### src/rtl/sweep_pkg.sv
// Shared types and defaults for the sweep peak finder: FSM state encoding,
// default widths and a helper for sizing the skip counter.
package sweep_pkg;

  typedef enum logic [1:0] {
    IDLE    = 2'd0,
    SKIP    = 2'd1,
    COLLECT = 2'd2,
    REPORT  = 2'd3
  } sweep_pf_state_t;

  localparam int FREQ_W_DEF       = 32;
  localparam int DATA_W_DEF       = 16;
  localparam int CNT_W_DEF        = 16;
  localparam int SKIP_SAMPLES_DEF = 1;
  localparam int MIN_MAG_DEF      = 64;

  // Skip counter must hold SKIP_SAMPLES itself; never narrower than one bit.
  function automatic int skipWidth(input int n);
    return (n < 2) ? 1 : $clog2(n + 1);
  endfunction

endpackage

### src/rtl/sweep_peak_finder_peak_tracker.sv
// Holds the best (largest-magnitude) sample seen since the last clear,
// together with the tuning word and phase that came with it.
module peak_tracker #(
  parameter int FREQ_W = 32,
  parameter int DATA_W = 16
) (
  input  logic              clk,
  input  logic              reset,
  input  logic              i_clear,
  input  logic              i_load,
  input  logic [FREQ_W-1:0] i_freq,
  input  logic [DATA_W-1:0] i_phase,
  input  logic [DATA_W-1:0] i_mag,
  output logic [FREQ_W-1:0] o_freq,
  output logic [DATA_W-1:0] o_phase,
  output logic [DATA_W-1:0] o_mag,
  output logic              o_hasSample
);

  logic [FREQ_W-1:0] r_freq;
  logic [DATA_W-1:0] r_phase;
  logic [DATA_W-1:0] r_mag;
  logic              r_hasSample;
  logic              w_update;

  // Strict compare so that equal magnitudes keep the earliest sample.
  assign w_update = i_load && (!r_hasSample || (i_mag > r_mag));

  always_ff @(posedge clk or posedge reset) begin
    if (reset) begin
      r_freq      <= '0;
      r_phase     <= '0;
      r_mag       <= '0;
      r_hasSample <= 1'b0;
    end else if (i_clear) begin
      r_freq      <= '0;
      r_phase     <= '0;
      r_mag       <= '0;
      r_hasSample <= 1'b0;
    end else if (w_update) begin
      r_freq      <= i_freq;
      r_phase     <= i_phase;
      r_mag       <= i_mag;
      r_hasSample <= 1'b1;
    end
  end

  assign o_freq      = r_freq;
  assign o_phase     = r_phase;
  assign o_mag       = r_mag;
  assign o_hasSample = r_hasSample;

endmodule

### src/rtl/sweep_peak_finder.sv
// Tags phase-detector samples with the live tuning word during a sweep and
// reports the maximum-magnitude point once the sweep finishes.
module sweep_peak_finder
  import sweep_pkg::*;
#(
  parameter int FREQ_W       = FREQ_W_DEF,
  parameter int DATA_W       = DATA_W_DEF,
  parameter int CNT_W        = CNT_W_DEF,
  parameter int SKIP_SAMPLES = SKIP_SAMPLES_DEF,
  parameter int MIN_MAG      = MIN_MAG_DEF
) (
  input  logic              clk,
  input  logic              reset,
  input  logic              sweep_start,
  input  logic              sweep_done,
  input  logic [FREQ_W-1:0] dds_freq,
  input  logic              data_valid,
  input  logic [DATA_W-1:0] phase_in,
  input  logic [DATA_W-1:0] magnitude_in,
  output logic              busy,
  output logic              result_valid,
  input  logic              result_ready,
  output logic [FREQ_W-1:0] peak_freq,
  output logic [DATA_W-1:0] peak_phase,
  output logic [DATA_W-1:0] peak_magnitude,
  output logic [CNT_W-1:0]  sample_count,
  output logic              result_found,
  output logic              result_overrun
);

  localparam int                SKIP_W    = skipWidth(SKIP_SAMPLES);
  localparam logic [SKIP_W-1:0] SKIP_LOAD = SKIP_W'(SKIP_SAMPLES);
  localparam logic [DATA_W-1:0] MAG_MIN   = DATA_W'(MIN_MAG);
  localparam sweep_pf_state_t   START_ST  = (SKIP_SAMPLES == 0) ? COLLECT : SKIP;

  sweep_pf_state_t   r_state;
  sweep_pf_state_t   w_next;
  logic [SKIP_W-1:0] r_skipCnt;
  logic [CNT_W-1:0]  r_count;
  logic              r_overrun;
  logic              w_accept;
  logic              w_skipDec;
  logic              w_busy;
  logic              w_resultValid;
  logic              w_hasSample;

  always_ff @(posedge clk or posedge reset) begin
    if (reset) begin
      r_state <= IDLE;
    end else begin
      r_state <= w_next;
    end
  end

  // A new start always restarts the sweep, even over a pending result.
  always_comb begin
    w_next = r_state;
    unique case (r_state)
      IDLE: begin
        if (sweep_start) w_next = START_ST;
      end
      SKIP: begin
        if (sweep_start)                           w_next = START_ST;
        else if (sweep_done)                       w_next = REPORT;
        else if (data_valid && (r_skipCnt <= SKIP_W'(1))) w_next = COLLECT;
      end
      COLLECT: begin
        if (sweep_start)     w_next = START_ST;
        else if (sweep_done) w_next = REPORT;
      end
      REPORT: begin
        if (sweep_start)       w_next = START_ST;
        else if (result_ready) w_next = IDLE;
      end
      default: w_next = IDLE;
    endcase
  end

  always_comb begin
    w_busy        = 1'b0;
    w_resultValid = 1'b0;
    w_accept      = 1'b0;
    w_skipDec     = 1'b0;
    unique case (r_state)
      SKIP: begin
        w_busy    = 1'b1;
        w_skipDec = data_valid && !sweep_start;
      end
      COLLECT: begin
        w_busy   = 1'b1;
        w_accept = data_valid && !sweep_start;
      end
      REPORT:  w_resultValid = 1'b1;
      default: ;
    endcase
  end

  always_ff @(posedge clk or posedge reset) begin
    if (reset) begin
      r_skipCnt <= '0;
    end else if (sweep_start) begin
      r_skipCnt <= SKIP_LOAD;
    end else if (w_skipDec && (r_skipCnt != '0)) begin
      r_skipCnt <= r_skipCnt - SKIP_W'(1);
    end
  end

  // Saturating so a very long sweep never wraps back to a small count.
  always_ff @(posedge clk or posedge reset) begin
    if (reset) begin
      r_count <= '0;
    end else if (sweep_start) begin
      r_count <= '0;
    end else if (w_accept && (r_count != '1)) begin
      r_count <= r_count + CNT_W'(1);
    end
  end

  always_ff @(posedge clk or posedge reset) begin
    if (reset) begin
      r_overrun <= 1'b0;
    end else begin
      r_overrun <= sweep_start && (r_state == REPORT);
    end
  end

  peak_tracker #(
    .FREQ_W (FREQ_W),
    .DATA_W (DATA_W)
  ) u_tracker (
    .clk         (clk),
    .reset       (reset),
    .i_clear     (sweep_start),
    .i_load      (w_accept),
    .i_freq      (dds_freq),
    .i_phase     (phase_in),
    .i_mag       (magnitude_in),
    .o_freq      (peak_freq),
    .o_phase     (peak_phase),
    .o_mag       (peak_magnitude),
    .o_hasSample (w_hasSample)
  );

  assign busy           = w_busy;
  assign result_valid   = w_resultValid;
  assign sample_count   = r_count;
  assign result_overrun = r_overrun;
  assign result_found   = w_hasSample && (r_count != '0) && (peak_magnitude >= MAG_MIN);

endmodule

### config.mk
export PLATFORM = sky130hd
export DESIGN_NAME = sweep_peak_finder
export DESIGN_NICKNAME = d
export VERILOG_FILES = /design/src/rtl/sweep_pkg.sv /design/src/rtl/sweep_peak_finder_peak_tracker.sv /design/src/rtl/sweep_peak_finder.sv
export SDC_FILE = /design/constraint.sdc
export NUM_CORES = 1
export LEC_CHECK = 0
export ABC_AREA = 1
export CAP_MARGIN = 10
export CELL_PAD_IN_SITES_DETAIL_PLACEMENT = 1
export CELL_PAD_IN_SITES_GLOBAL_PLACEMENT = 2
export CORE_ASPECT_RATIO = 0.6
export CORE_MARGIN = 5
export CORE_UTILIZATION = 27
export CTS_CLUSTER_DIAMETER = 40
export CTS_CLUSTER_SIZE = 30
export DETAILED_ROUTE_END_ITERATION = 8
export GPL_TIMING_DRIVEN = 1
export PLACE_DENSITY_LB_ADDON = 0.15
export SKIP_CTS_REPAIR_TIMING = 1
export SKIP_LAST_GASP = 1
export SYNTH_ARGS = -nofsm -noshare
export SYNTH_HDL_FRONTEND = slang
export SYNTH_SLANG_ARGS = --single-unit
### constraint.sdc
create_clock -name clk -period 3.2 [get_ports clk]
set_input_delay 0.64 -clock clk [delete_from_list [all_inputs] [get_ports clk]]
set_output_delay 0.64 -clock clk [all_outputs]
set_load 0.01 [all_outputs]
* Yosys cells after proc, flatten, opt, wreduce, memory -nomap -nowiden
Index checks and enable logic that the tools add are counted. W data, S select, Z words.
Operators by class: multiplexer cells 25, magnitude comparators 3, add/subtract/negate cells 2, reductions and logical operators 18, eq/ne operators 8
Operator list (number):
- $mux W16 | 6
- $mux W32 | 2
- $add A16 B1 Y16 const B | 1
- $ge A16 B7 Y1 const B | 1
- $gt A16 B16 Y1 | 1
- $mux W2 | 8
- $ne A16 B16 Y1 const B | 1
- $reduce_bool A16 Y1 | 1
- $logic_and A1 B1 Y1 | 8
- $mux W1 | 8
- $pmux W2 S4 | 1
- $ne A3 B3 Y1 const B | 2
- $reduce_bool A2 Y1 | 3
- $eq A2 B2 Y1 const B | 2
- $ne A4 B4 Y1 const B | 1
- $reduce_and A4 Y1 | 1
- $eq A2 B1 Y1 const B | 1
- $logic_not A1 Y1 | 2
- $logic_not A2 Y1 | 1
- $ne A2 B2 Y1 const B | 1
- $reduce_or A2 Y1 | 1
- $le A1 B1 Y1 const B | 1
- $logic_or A1 B1 Y1 | 1
- $sub A1 B1 Y1 const B | 1
Word-level totals: input port bits 70, word-level logic and storage cells 64, bits in registers 85, output and inout port bits 84

* Logic depth before layout (Yosys ltp)
depth after elaboration 6, gate-level depth with buffers 18, depth with buffers taken out 16

* Cells and area by module
A second synthesis with hierarchy kept.
Second synthesis, totals: cell total of the unflattened synthesis 565, area total of the unflattened synthesis 4745.8 sq um
Modules (own cells, without submodules):
- peak_tracker | area an instance 3355.7 sq um, times used 1, cells each 368, seq. area each 1626.6 sq um
- sweep_peak_finder | area an instance 1390.1 sq um, times used 1, cells each 197, seq. area each 475.5 sq um

* Least setup slack after synthesis
No wires, ideal clock.
path kind in2reg, from input port magnitude_in[15], to register u_tracker.r_mag[7], in the netlist u_tracker.o_mag[7], arrival 1.853 ns, slack 1.230 ns, data required time 3.083 ns, stages 12, library setup time 0.117 ns, buffers on the path 2, cell sequence ha_1 -> nand2_1 -> nor3_2 -> nand2_1 -> nand2_1 -> nand2_1 -> nand2_2 -> nand2_4 -> buf_12 -> buf_12 -> nand3_2 -> nand2_1
On the way: word-level cells in the longest chain between the ends 4
RTL lines:
- from (decl) | RTL line sweep_peak_finder.sv:19 | input logic [DATA_W-1:0] magnitude_in,
- $gt A16 B16 Y1 | RTL line sweep_peak_finder_peak_tracker.sv:27 | assign w_update = i_load && (!r_hasSample || (i_mag > r_mag));
- $logic_or A1 B1 Y1 | RTL line sweep_peak_finder_peak_tracker.sv:27
- $logic_and A1 B1 Y1 | RTL line sweep_peak_finder_peak_tracker.sv:27
- $reduce_bool A2 Y1 (no source line)
- to (signal assigned) | RTL line sweep_peak_finder_peak_tracker.sv:43 | r_mag <= i_mag;
- to (decl) | RTL line sweep_peak_finder_peak_tracker.sv:22 | logic [DATA_W-1:0] r_mag;
No other way between the ends. A chain may end at the register's enable or synchronous reset.

* Final worst setup path
from register r_count[7], in the netlist sample_count[7], to output port result_found
On the way: word-level cells in the longest chain between the ends 3
RTL lines:
- from (decl) | RTL line sweep_peak_finder.sv:39 | logic [CNT_W-1:0] r_count;
- from (signal assigned) | RTL line sweep_peak_finder.sv:115 | r_count <= r_count + CNT_W'(1);
- $reduce_bool A16 Y1 | RTL line sweep_peak_finder.sv:148 | assign result_found = w_hasSample && (r_count != '0) && (peak_magnitude >= MAG_MIN);
- $logic_and A1 B1 Y1 (2 in a row) | RTL line sweep_peak_finder.sv:148
- to (decl) | RTL line sweep_peak_finder.sv:27 | output logic result_found,
No other way between the ends.

==> metrics.txt <==
# TYPE chip_impl_metric gauge
chip_impl_info{name="run_status",value="completed"} 1
chip_impl_metric{name="critPathMaxFanout",unit=""} 7
chip_impl_metric{name="finalWirelength",unit="µm"} 15600
chip_impl_metric{name="dieHeight",unit="µm"} 113
chip_impl_info{name="clk_root_buffer_cell",value="sky130_fd_sc_hd__clkbuf_16"} 1
chip_impl_metric{name="period_minus_slack",unit="ns"} 2.87
chip_impl_metric{name="via_per_inst",unit=""} 4.54
chip_impl_metric{name="maxCapViolations",unit=""} 0
chip_impl_metric{name="grt_antenna_before_repair",unit=""} 0
chip_impl_metric{name="grt_overflow",unit=""} 0
chip_impl_metric{name="floorplan.die_area",unit="µm²"} 20400
chip_impl_metric{name="layout_cells_excl_fill",unit=""} 900
chip_impl_metric{name="flop_and_latch_count_out_of_synthesis",unit=""} 84
chip_impl_metric{name="power-per-cell-area",unit="nW/µm²"} 440
chip_impl_info{name="rsz0062_at_grt",value="false"} 1
chip_impl_metric{name="synthCells",unit=""} 519
chip_impl_metric{name="port-buffer-count",unit=""} 153
chip_impl_metric{name="setup-tns-final",unit="ns"} 0
chip_impl_metric{name="number_of_cells_after_detailed_placement",unit=""} 884
chip_impl_info{name="cpLargestDelayFamily",value="simple AND/OR/NAND/NOR gates"} 1
chip_impl_metric{name="slew_headroom",unit=""} 0.565
chip_impl_metric{name="cts-buffers-inserted",unit=""} 9
chip_impl_info{name="mostFrequentLayoutCells",value="153 x sky130_fd_sc_hd__clkdlybuf4s50_1, 109 x sky130_fd_sc_hd__nand2_1, 84 x sky130_fd_sc_hd__nand3_1, 84 x sky130_fd_sc_hd__dfrtp_1, 51 x sky130_fd_sc_hd__nand3_2"} 1
chip_impl_metric{name="synth_sequential_area_ratio",unit=""} 0.444
chip_impl_metric{name="worst_setup_hold_path_clk_slew",unit="ns"} 0.07
chip_impl_metric{name="drive_gt1_frac",unit=""} 0.149
chip_impl_metric{name="r2r_slack",unit="ns"} 0.88
chip_impl_info{name="setup.worst_path.start_class",value="flip-flop"} 1
chip_impl_metric{name="least_margin_pin_slew",unit="ns"} 0.652
chip_impl_metric{name="drc",unit=""} 0
chip_impl_info{name="rr_startpoint",value="u_tracker.o_mag[9]"} 1
chip_impl_metric{name="clock_latency",unit="ns"} 0.34
chip_impl_metric{name="placementRows",unit=""} 37
chip_impl_metric{name="antenna_cells_inserted",unit=""} 0
chip_impl_metric{name="vdd_drop_max",unit="mV"} 0.225
chip_impl_metric{name="warning_count_from_the_yosys_run",unit=""} 0
chip_impl_metric{name="core",unit="µm²"} 17200
chip_impl_metric{name="grt_pass1_wl",unit="µm"} 25100
chip_impl_metric{name="cts_htree_levels",unit=""} 3
chip_impl_metric{name="clock.fmax",unit="GHz"} 0.349
chip_impl_metric{name="cp_data_required_time",unit="ns"} 2.56
chip_impl_metric{name="detail_route.first_pass.iterations",unit=""} 4
chip_impl_metric{name="cp.arrival",unit="ns"} 2.23
chip_impl_metric{name="hold_slack",unit="ns"} 0.510
chip_impl_info{name="min_from",value="u_tracker.o_freq[11]"} 1
chip_impl_metric{name="stdcell_area",unit="µm²"} 6700
chip_impl_metric{name="detailedPlacementHpwl",unit="µm"} 11100
chip_impl_metric{name="final.setup_skew",unit="ns"} 0.0119
chip_impl_metric{name="final.period_utilization",unit=""} 0.895
chip_impl_metric{name="initial_utilization",unit=""} 0.276
chip_impl_info{name="worst_path_slowest_cell",value="sky130_fd_sc_hd__clkdlybuf4s50_1"} 1
chip_impl_info{name="worst_hold_path_type",value="reg2reg"} 1
chip_impl_metric{name="io_pins",unit=""} 154
chip_impl_metric{name="clock_path_buffers",unit=""} 2
chip_impl_info{name="worstSetupStartpoint",value="sample_count[7]"} 1
chip_impl_metric{name="critPathBufInv",unit=""} 1
chip_impl_metric{name="post_synth_num_cell_types",unit=""} 32
chip_impl_metric{name="finalHoldViolations",unit=""} 0
chip_impl_metric{name="postPlaceCellArea",unit="µm²"} 6390
chip_impl_metric{name="slowest_delay",unit="ns"} 0.52
chip_impl_info{name="endpoint_type_of_the_worst_setup_path",value="output pin"} 1
chip_impl_metric{name="synthesis.area",unit="µm²"} 4740
chip_impl_metric{name="finalWeightedCongestion",unit=""} 0.741
chip_impl_metric{name="final_max_slew_viol_count",unit=""} 0
chip_impl_metric{name="number_of_global_route_vias_before_repair",unit=""} 4436
chip_impl_metric{name="grt_start_max_net_pins",unit=""} 79
chip_impl_metric{name="detail_route.wl_per_cell",unit="µm"} 17.3
chip_impl_info{name="worstPathCellList",value="nor4_1, nand4_1, o21ai_0, a21oi_1, clkdlybuf4s50_1"} 1
chip_impl_metric{name="area_overhead_of_the_layout_relative_to_synthesis",unit="%"} 41.3
chip_impl_info{name="cts_tree",value="built"} 1
chip_impl_metric{name="number_of_vias_in_the_routed_layout",unit=""} 4087
chip_impl_metric{name="p_total",unit="mW"} 2.95
chip_impl_metric{name="die_x",unit="µm"} 181
chip_impl_info{name="most_common_cell_after_layout_fill_and_taps_aside",value="sky130_fd_sc_hd__clkdlybuf4s50_1"} 1
chip_impl_metric{name="clock_sinks",unit=""} 84
chip_impl_metric{name="synthesis.nets",unit=""} 612
chip_impl_metric{name="post_layout_nets",unit=""} 754
chip_impl_metric{name="synth.avg_cell_area",unit="µm²"} 9.13
chip_impl_metric{name="antenna_violating_nets_post_route",unit=""} 0
chip_impl_metric{name="drt_first_iter_violations",unit=""} 216
chip_impl_metric{name="global_route.usage.total",unit=""} 0.152
chip_impl_metric{name="total_leakage_power",unit="nW"} 2.98
chip_impl_metric{name="timing.final.setup_violations",unit=""} 0
chip_impl_info{name="timing.setup.critical_path_class",value="reg2out"} 1
## synthesized netlist by cell type (all sizes together)
cell type | n | area (µm²)
nand3 | 135 | 931
nand2 | 119 | 495
dfrtp | 84 | 2100
inv | 46 | 180
buf | 28 | 264
nor2 | 24 | 110
ha | 23 | 288
o21ai | 14 | 70.1
a21oi | 13 | 65.1
nor3 | 9 | 60.1
nand4 | 5 | 31.3
nor4 | 5 | 46.3
a31oi | 4 | 25.0
o31ai | 4 | 30.0
clkbuf | 2 | 7.51
a211oi | 1 | 7.51
a21o | 1 | 7.51
xnor2 | 1 | 8.76
xor2 | 1 | 8.76
## worst min-delay path, stage by stage (launching register included)
cell	delay (ns)
sky130_fd_sc_hd__dfrtp_1	0.35
sky130_fd_sc_hd__nand3_1	0.07
sky130_fd_sc_hd__nand2_1	0.06
## power breakdown
| group | leakage [nW] | internal [mW] | switching, mW |
|---|---|---|---|
| logic | 1.67 | 0.313 | 0.340 |
| clock network | 0.147 | 0.617 | 0.486 |
| registers | 1.17 | 1.13 | 0.0616 |
## logic make-up (layout without fill, tap and decap cells)
| kind of cell | after synthesis | count (layout) | share of synthesized area |
|---|---|---|---|
| buffers and inverters | 76 | 223 | 0.0953 |
| adder cells (fa/ha/maj) | 23 | 23 | 0.0607 |
| AO/OA/AOI/OAI | 37 | 37 | 0.0433 |
| flip-flops | 84 | 84 | 0.444 |
| XOR/XNOR | 2 | 2 | 0.00370 |
| AND/OR/NAND/NOR | 297 | 297 | 0.353 |
## per-layer routing
layer	track usage	part of all wire	vias to the layer above
met5	0	0	-
met3	0.0457	0.059	9
met4	0.0285	0.0066	0
li1	-	-	2017
met2	0.226	0.42	96
met1	0.221	0.52	1965
## state kept, by name, summed over array words and instances (netlist names)
signal	cells
result_overrun	1
r_state	2
u_tracker.o_mag	16
u_tracker.o_freq	32
u_tracker.o_phase	16
u_tracker.o_hasSample	1
sample_count	16
## per-stage QoR
stage,worst slack [ns],utilization
after floorplan,0.395,-
after global placement,0.184,0.372
after detailed placement,0.134,0.372
after CTS,0.305,0.390
after global routing,0.226,0.390
final,0.335,0.390
## layout make-up
cell class	instances	area (µm²)
timing repair buffer	161	1630
fill	1975	10500
tap	234	293
clock inverter	7	81.3
inverter	46	181
sequential	84	2100
clock buffer	9	225
multi-input combinational	359	2180
## worst paths after layout
| check | endpoint | cells past startpoint |
|---|---|---|
| min in group asynchronous | u_tracker.o_freq[23] | 2 |
| setup / recovery | result_found | 5 |
| max in group asynchronous | u_tracker.o_phase[14] | 3 |
| hold reg to reg | u_tracker.o_freq[11] | 2 |
| hold / removal | u_tracker.o_freq[11] | 2 |
| setup reg to reg | u_tracker.o_freq[31] | 14 |
Power figures use the tool's default switching activity.
